==> src/rtl/bus_arbiter16_pkg.sv <==
// rtl/bus_arbiter16_pkg.sv - shared types and constants for the CPU16/secondary bus arbiter
package bus16_pkg;

  // Arbiter FSM states
  typedef enum logic [1:0] {
    ST_IDLE      = 2'd0,
    ST_HOLD_WAIT = 2'd1,
    ST_GRANT     = 2'd2,
    ST_COOLDOWN  = 2'd3
  } arb_state_e;

  // Values driven on bus_owner
  localparam logic OWNER_CPU = 1'b0;
  localparam logic OWNER_M1  = 1'b1;

  // Width of the burst and cooldown counters
  localparam int CNT_W = 8;
  typedef logic [CNT_W-1:0] cnt_t;

endpackage

==> src/rtl/bus_arbiter16_if.sv <==
// rtl/bus_arbiter16_if.sv - master/decoder-side signal bundle of the bus arbiter
interface bus_arbiter16_if;

  // CPU16 side
  logic [15:0] cpu_addr;
  logic [15:0] cpu_dout;
  logic        cpu_we;
  logic        cpu_hold;
  logic        cpu_busy;

  // Secondary master side
  logic        m1_req;
  logic        m1_gnt;
  logic [15:0] m1_addr;
  logic [15:0] m1_dout;
  logic        m1_we;
  logic        m1_rvalid;

  // Memory-map decoder side
  logic [15:0] bus_addr;
  logic [15:0] bus_dout;
  logic        bus_we;
  logic        bus_owner;

  // View of the requesting masters and the decoder
  modport master (
    output cpu_addr, cpu_dout, cpu_we, cpu_busy,
    output m1_req, m1_addr, m1_dout, m1_we,
    input  cpu_hold, m1_gnt, m1_rvalid,
    input  bus_addr, bus_dout, bus_we, bus_owner
  );

  // View of the arbiter
  modport slave (
    input  cpu_addr, cpu_dout, cpu_we, cpu_busy,
    input  m1_req, m1_addr, m1_dout, m1_we,
    output cpu_hold, m1_gnt, m1_rvalid,
    output bus_addr, bus_dout, bus_we, bus_owner
  );

endinterface

==> src/rtl/bus_arbiter16.sv <==
// rtl/bus_arbiter16.sv - shares the 16-bit system bus between CPU16 and one secondary master
module bus_arbiter16
  import bus16_pkg::*;
#(
  parameter int MAX_BURST = 16,
  parameter int MIN_CPU   = 4
) (
  input  logic                  clk,
  input  logic                  reset,
  bus_arbiter16_if.slave        bus
);

  localparam cnt_t BURST_LAST = cnt_t'(MAX_BURST - 1);
  localparam cnt_t CD_LAST    = cnt_t'(MIN_CPU - 1);

  arb_state_e state_q, state_d;
  cnt_t       burst_cnt_q, burst_cnt_d;
  cnt_t       cd_cnt_q, cd_cnt_d;
  logic       cpu_hold_q, cpu_hold_d;
  logic       m1_gnt_q, m1_gnt_d;
  logic       owner_q, owner_d;
  logic       m1_rvalid_q, m1_rvalid_d;

  // Next-state, counter and registered-output logic
  always_comb begin
    state_d     = state_q;
    burst_cnt_d = burst_cnt_q;
    cd_cnt_d    = cd_cnt_q;

    case (state_q)
      ST_IDLE: begin
        if (bus.m1_req) state_d = ST_HOLD_WAIT;
      end
      ST_HOLD_WAIT: begin
        if (!bus.m1_req) begin
          state_d = ST_IDLE;
        end else if (!bus.cpu_busy) begin
          state_d     = ST_GRANT;
          burst_cnt_d = '0;
        end
      end
      ST_GRANT: begin
        burst_cnt_d = burst_cnt_q + 1'b1;
        // A request drop takes priority over burst expiry: no cooldown then
        if (!bus.m1_req) begin
          state_d = ST_IDLE;
        end else if (burst_cnt_q == BURST_LAST) begin
          state_d  = ST_COOLDOWN;
          cd_cnt_d = '0;
        end
      end
      ST_COOLDOWN: begin
        if (cd_cnt_q == CD_LAST) state_d = ST_IDLE;
        else                     cd_cnt_d = cd_cnt_q + 1'b1;
      end
      default: state_d = ST_IDLE;
    endcase

    // Outputs are registered copies of the state being entered
    cpu_hold_d  = (state_d == ST_HOLD_WAIT) || (state_d == ST_GRANT);
    m1_gnt_d    = (state_d == ST_GRANT);
    owner_d     = (state_d == ST_GRANT) ? OWNER_M1 : OWNER_CPU;
    // The synchronous memory answers a granted read one cycle later
    m1_rvalid_d = m1_gnt_q && !bus.m1_we;
  end

  // State, counter and output registers with asynchronous reset
  always_ff @(posedge clk or posedge reset) begin
    if (reset) begin
      state_q     <= ST_IDLE;
      burst_cnt_q <= '0;
      cd_cnt_q    <= '0;
      cpu_hold_q  <= 1'b0;
      m1_gnt_q    <= 1'b0;
      owner_q     <= OWNER_CPU;
      m1_rvalid_q <= 1'b0;
    end else begin
      state_q     <= state_d;
      burst_cnt_q <= burst_cnt_d;
      cd_cnt_q    <= cd_cnt_d;
      cpu_hold_q  <= cpu_hold_d;
      m1_gnt_q    <= m1_gnt_d;
      owner_q     <= owner_d;
      m1_rvalid_q <= m1_rvalid_d;
    end
  end

  // Bus mux driven by the registered owner; m1 writes only while granted
  always_comb begin
    bus.bus_addr = bus.cpu_addr;
    bus.bus_dout = bus.cpu_dout;
    bus.bus_we   = bus.cpu_we;
    if (owner_q == OWNER_M1) begin
      bus.bus_addr = bus.m1_addr;
      bus.bus_dout = bus.m1_dout;
      bus.bus_we   = bus.m1_we && m1_gnt_q;
    end
  end

  assign bus.cpu_hold  = cpu_hold_q;
  assign bus.m1_gnt    = m1_gnt_q;
  assign bus.m1_rvalid = m1_rvalid_q;
  assign bus.bus_owner = owner_q;

endmodule
==> src/flat_wrapper.sv <==
// flat-port wrapper written by rule: the top's interface ports become plain ports
module bus_arbiter16_flat import bus16_pkg::*;
#(
  parameter int MAX_BURST = 16,
  parameter int MIN_CPU   = 4
)
  (clk, reset, bus_cpu_addr, bus_cpu_dout, bus_cpu_we, bus_cpu_busy, bus_m1_req, bus_m1_addr, bus_m1_dout, bus_m1_we, bus_cpu_hold, bus_m1_gnt, bus_m1_rvalid, bus_bus_addr, bus_bus_dout, bus_bus_we, bus_bus_owner);
  bus_arbiter16_if bus_i ();
  input  logic clk;
  input  logic reset;
  input wire logic [$bits(bus_i.cpu_addr)-1:0] bus_cpu_addr;
  input wire logic [$bits(bus_i.cpu_dout)-1:0] bus_cpu_dout;
  input wire logic [$bits(bus_i.cpu_we)-1:0] bus_cpu_we;
  input wire logic [$bits(bus_i.cpu_busy)-1:0] bus_cpu_busy;
  input wire logic [$bits(bus_i.m1_req)-1:0] bus_m1_req;
  input wire logic [$bits(bus_i.m1_addr)-1:0] bus_m1_addr;
  input wire logic [$bits(bus_i.m1_dout)-1:0] bus_m1_dout;
  input wire logic [$bits(bus_i.m1_we)-1:0] bus_m1_we;
  output wire logic [$bits(bus_i.cpu_hold)-1:0] bus_cpu_hold;
  output wire logic [$bits(bus_i.m1_gnt)-1:0] bus_m1_gnt;
  output wire logic [$bits(bus_i.m1_rvalid)-1:0] bus_m1_rvalid;
  output wire logic [$bits(bus_i.bus_addr)-1:0] bus_bus_addr;
  output wire logic [$bits(bus_i.bus_dout)-1:0] bus_bus_dout;
  output wire logic [$bits(bus_i.bus_we)-1:0] bus_bus_we;
  output wire logic [$bits(bus_i.bus_owner)-1:0] bus_bus_owner;
  assign bus_i.cpu_addr = bus_cpu_addr;
  assign bus_i.cpu_dout = bus_cpu_dout;
  assign bus_i.cpu_we = bus_cpu_we;
  assign bus_i.cpu_busy = bus_cpu_busy;
  assign bus_i.m1_req = bus_m1_req;
  assign bus_i.m1_addr = bus_m1_addr;
  assign bus_i.m1_dout = bus_m1_dout;
  assign bus_i.m1_we = bus_m1_we;
  assign bus_cpu_hold = bus_i.cpu_hold;
  assign bus_m1_gnt = bus_i.m1_gnt;
  assign bus_m1_rvalid = bus_i.m1_rvalid;
  assign bus_bus_addr = bus_i.bus_addr;
  assign bus_bus_dout = bus_i.bus_dout;
  assign bus_bus_we = bus_i.bus_we;
  assign bus_bus_owner = bus_i.bus_owner;
  bus_arbiter16 #(.MAX_BURST(MAX_BURST), .MIN_CPU(MIN_CPU)) u_core (.clk(clk), .reset(reset), .bus(bus_i));
endmodule
==> config.mk <==
export PLATFORM = sky130hd
export DESIGN_NAME = bus_arbiter16_flat
export DESIGN_NICKNAME = d
export VERILOG_FILES = /design/src/rtl/bus_arbiter16_pkg.sv /design/src/rtl/bus_arbiter16_if.sv /design/src/rtl/bus_arbiter16.sv /design/src/flat_wrapper.sv
export SDC_FILE = /design/constraint.sdc
export NUM_CORES = 1
export LEC_CHECK = 0
export ABC_AREA = 1
export CAP_MARGIN = 10
export CORE_MARGIN = 2
export CORE_UTILIZATION = 40
export DETAILED_ROUTE_END_ITERATION = 12
export DONT_BUFFER_PORTS = 1
export GPL_ROUTABILITY_DRIVEN = 1
export PLACE_DENSITY = 0.6
export SYNTH_ARGS = -nofsm -noshare
export SYNTH_HDL_FRONTEND = slang
export SYNTH_SLANG_ARGS = --single-unit
==> constraint.sdc <==
create_clock -name clk -period 1.5 [get_ports clk]
set_input_delay 0.15 -clock clk [delete_from_list [all_inputs] [get_ports clk]]
set_output_delay 0.15 -clock clk [all_outputs]
set_load 0.05 [all_outputs]
Word-level counts from Yosys, hierarchy flattened
Cells that the tools add are included.

storage, ports and cells
  logic and storage cells = 48
  input port bits = 70
  register bits after elaboration = 22

cells by class
  multiplexer cells = 18
  reductions and logical operators = 9
  equal/unequal tests = 12
  add/subtract/negate cells = 2

operator list
  kind                                                                      count
  8-bit two-way mux                                                         5
  16-bit two-way mux                                                        2
  8-bit case mux with 2 select lines                                        2
  8-bit by 1-bit adder with 8-bit output (second input constant)            2
  2-bit two-way mux                                                         6
  8-bit by 2-bit == test with 1-bit output (second input constant)          1
  8-bit by 4-bit == test with 1-bit output (second input constant)          1
  2-bit inequality test (second input constant)                             4
  2-bit case mux with 4 select lines                                        1
  2-bit == test (second input constant)                                     3
  2-bit by 1-bit == test with 1-bit output (second input constant)          2
  4-bit AND reduction                                                       1
  2-bit nonzero test                                                        2
  3-bit AND reduction                                                       1
  1-bit logical AND                                                         2
  2-bit zero test                                                           1
  1-bit two-way mux                                                         2
  2-bit by 1-bit inequality test with 1-bit output (second input constant)  1
  1-bit zero test                                                           1
  1-bit logical OR                                                          1

Longest topological paths before layout
  word-level depth = 6
  depth in mapped cells = 9
  mapped depth without buffers = 9

Least setup slack after synthesis
OpenSTA, ideal clock, no wires.

  path type = register -> output
  start = register u_core.m1_gnt_q (netlist: u_core.bus.m1_gnt)
  end = output port bus_bus_we
  arrival time = 1,602 ps
  data required time = 1,350 ps
  path buffers = 1
  stages on the path, launching flop included = 5
  setup slack = -252 ps
  path through = dfrtp_1 > buf_2 > inv_1 > nor2_1 > nor2_1

on the way
  longest elaborated chain between the ends = 2

RTL lines
  element                 line                 text
  start, declared         bus_arbiter16.sv:20  logic m1_gnt_q, m1_gnt_d;
  start signal, assigned  bus_arbiter16.sv:82  m1_gnt_q <= m1_gnt_d;
  1-bit logical AND       bus_arbiter16.sv:96  bus.bus_we = bus.m1_we && m1_gnt_q;
  1-bit two-way mux       bus_arbiter16.sv:93  if (owner_q == OWNER_M1) begin
  end, declared           flat_wrapper.sv:24   output wire logic [$bits(bus_i.bus_we)-1:0] bus_bus_we;

No other way between the ends.

Worst setup path after layout
Same ends and word-level chain as after synthesis.

==> run_results.csv <==
group,metric,value,unit
status,status,"finished clean",
power,p_per_area,2200,nW/um^2
placed_design,port_buffers,0,
critical_path,critPathMaxStageDelay,420,ps
cts,htree_levels,1,
critical_path,crit_arrival,1270,ps
critical_path,slowest_stage,"dfrtp_2",
route,dr.max_layer_used,"met4",
sta,fmax,706,MHz
route,wl_met3,280,microns
finish,final_cell_mix,"112 x nand2_1, 35 x nand2_2, 24 x inv_1, 24 x nand3_1, 20 x dfrtp_1",
power,p_int,1.55,mW
die,rows,23,
grt,globalRouteOverflowTotal,0,
sta,worstMarginPinSlew,472,ps
power,p_comb_share,69.7,%
synth,avgSynthCellArea,5.92,sq um
placed_design,dp_hpwl,3070,microns
critical_path,crit_chain,"inv_2 > buf_12 > nor2_1 > nor2_2 > buf_4",
cts,root_buffer,"clkbuf_8",
cts,clock_latency,260,ps
power,pwr-share-seq,21.8,%
route,drtIter0Drc,59,
job,maxCapViolations,0,
sta,clock_skew,0.922,ps
cts,numCtsBuffers,3,
sta,grt_setup_unrepaired,"true",
power,p_clk_share,8.4,%
route,dr.pass1.iters,4,
finish,drive_gt1_share,23.4,%
sta,period_share,94.4,%
sta,whs,57.8,ps
route,wl,3840,microns
finish,final_common_cell,"nand2_1",
power,ir_drop,0.000801,V
die,coreArea,3940,sq um
synth,synthTopCellsByArea,"nand2_1 33%, dfrtp_1 32%, nand3_1 7.7%",
critical_path,end_kind,"primary output",
power,swShare,63.6,%
die,initial_core_util,41.1,%
sta,setup-violations-final,0,
cts,path_clk_slew,70,ps
route,wire_per_inst,11.6,microns
power,power.total,4.27,mW
finish,areaGrowthSynthToFinish,19.7,%
critical_path,path_delay_family,"buffers and inverters",
grt,grt_max_degree,34,
route,drc,0,
route,wl_met2,1990,microns
grt,grt_antenna_before_repair,0,
sta,slew_violations,0,
route,wl_met1,1520,microns
synth,yosysUniqueCellTypes,24,
route,ant_nets,0,
die,num_io_pins,107,
critical_path,start_kind,"flop",
grt,grt_pass1_wl,5570,microns
power,p_sw,2.71,mW
placed_design,place_congestion,0.795,
synth,ys_seq_area_share,32.4,%
min_path,hold_path.class,"in -> reg",
die,die_w,67.7,microns
power,leakage,1.06,nW
cts,cts_sinks,21,
synth,ys_ff_latch,21,
critical_path,path_max_fanout,17,
route,viasPerCell,4.84,
route,dr_total_vias,1607,
grt,grt_pass1_vias,1344,
synth,synth_nets,347,
sta,finalHoldViolCount,0,
cts,cts_max_path_buffers,2,
critical_path,crit_required,1350,ps
cts,cts_tree,"built",
synth,ys_warn_count,0,
die,die_y,67.7,microns
sta,period_needed,1420,ps
finish,fin_nets,356,
finish,n_fill_cell,410,
finish,insertedDiodeCount,0,
synth,synth_area,1620,sq um
sta,slew_headroom,68.5,%
critical_path,crit_type,"reg -> out",
grt,grt_usage,16.2,%
die,fp.dieArea,4580,sq um
synth,synth_top_area_share,33.3,%
synth,postSynthCellCount,274,
synth,synth_top_area_cell,"nand2_1",
critical_path,crit_buf_inv,3,
critical_path,r2r_slack,100,ps
==> worst paths after layout <==
kind                                                startpoint                                end  depth (start not counted)
worst min-delay path                                bus_m1_req        u_core.state_q[0]$_DFF_PP0_                          2
worst max-delay path               u_core.bus.m1_gnt$_DFF_PP0_                         bus_bus_we                          5
worst min register to register  u_core.cd_cnt_q[3]$_DFFE_PP0P_     u_core.cd_cnt_q[3]$_DFFE_PP0P_                          2
worst max register to register  u_core.cd_cnt_q[0]$_DFFE_PP0P_      u_core.bus.cpu_hold$_DFF_PP0_                          8
max in group asynchronous                                reset        u_core.bus.m1_gnt$_DFF_PP0_                          3
min in group asynchronous                                reset  u_core.burst_cnt_q[0]$_DFFE_PP0P_                          3
==> cell usage after synthesis (all sizes together) <==
library cell / count
a21oi: 1
nor3: 2
buf: 6
nand2: 147
nand4: 1
dfrtp: 21
clkbuf: 3
inv: 29
ha: 3
o21ai: 10
nand3b: 1
or2: 1
nor2: 21
nor3b: 1
nand3: 27
==> what timing repair did <==
| action | CTS | global route |
|---|---|---|
| buffers inserted | 0 | 1 |
| gates resized for setup | 0 | 8 |
| hold buffers | 2 | 0 |
| setup endpoints to repair | 0 | 7 |
| endpoints found under the hold margin | 22 | 0 |
==> worst register-to-register path, delay by kind of cell (launching register included) <==
family | cells | cell delay [ps]
adders and majority gates | 2 | 490
DFF | 1 | 400
and+or+nand+nor | 5 | 390
buffers and inverters | 1 | 30
==> through the flow <==
step | cell area, sq um | cells | util [%] | TNS (ps) | setup slack (ps)
floorplan | 1700 | 274 | - | 0 | 47.0
global placement | 1810 | 324 | 45.9 | 0 | 74.2
detailed placement | 1810 | 324 | 45.9 | 0 | 45.0
CTS | 1870 | 330 | 47.5 | 0 | 28.8
global route | 1940 | 332 | 49.2 | -54.6 | -54.6
finish | 1940 | 332 | 49.2 | 0 | 84.4
==> state kept, by name, summed over array words and instances, names as in the netlist <==
signal,flops
u_core.burst_cnt_q,8
u_core.cd_cnt_q,8
u_core.bus.m1_rvalid,1
u_core.state_q,2
u_core.bus.m1_gnt,1
u_core.bus.cpu_hold,1
==> cell type report <==
cell class	count	area (sq um)	share of cell area [%]
well taps	50	62.6	3.22
repair buffers	13	149	7.67
clock buffers	3	41.3	2.13
inverters	29	109	5.61
multi-input cells	215	1050	54.0
clock inverters	1	5.00	0.258
flip-flops and latches	21	527	27.1
==> cell families after synthesis <==
group,Yosys count,synth area share [%]
compound gates,11,4.09
fa+ha+maj,3,2.32
buf+inv,38,9.80
flops,21,32.4
simple gates,201,51.4
==> power by group through the flow <==
stage	logic (mW)	registers, mW	clock network, mW
2_1_floorplan	2.50	0.938	0
3_3_place_gp	2.86	0.918	0
3_5_place_dp	2.88	0.918	0
4_1_cts	2.88	0.909	0.381
5_1_grt	3.23	0.952	0.404
6_report	2.97	0.932	0.360
==> metal layers <==
layer | vias to the layer above | global-route usage (%)
li1 | 854 | -
met1 | 691 | 18.3
met2 | 57 | 29.4
met3 | 5 | 3.83
met4 | 0 | 6.12
met5 | - | 0
Power figures use the tool's default switching activity.
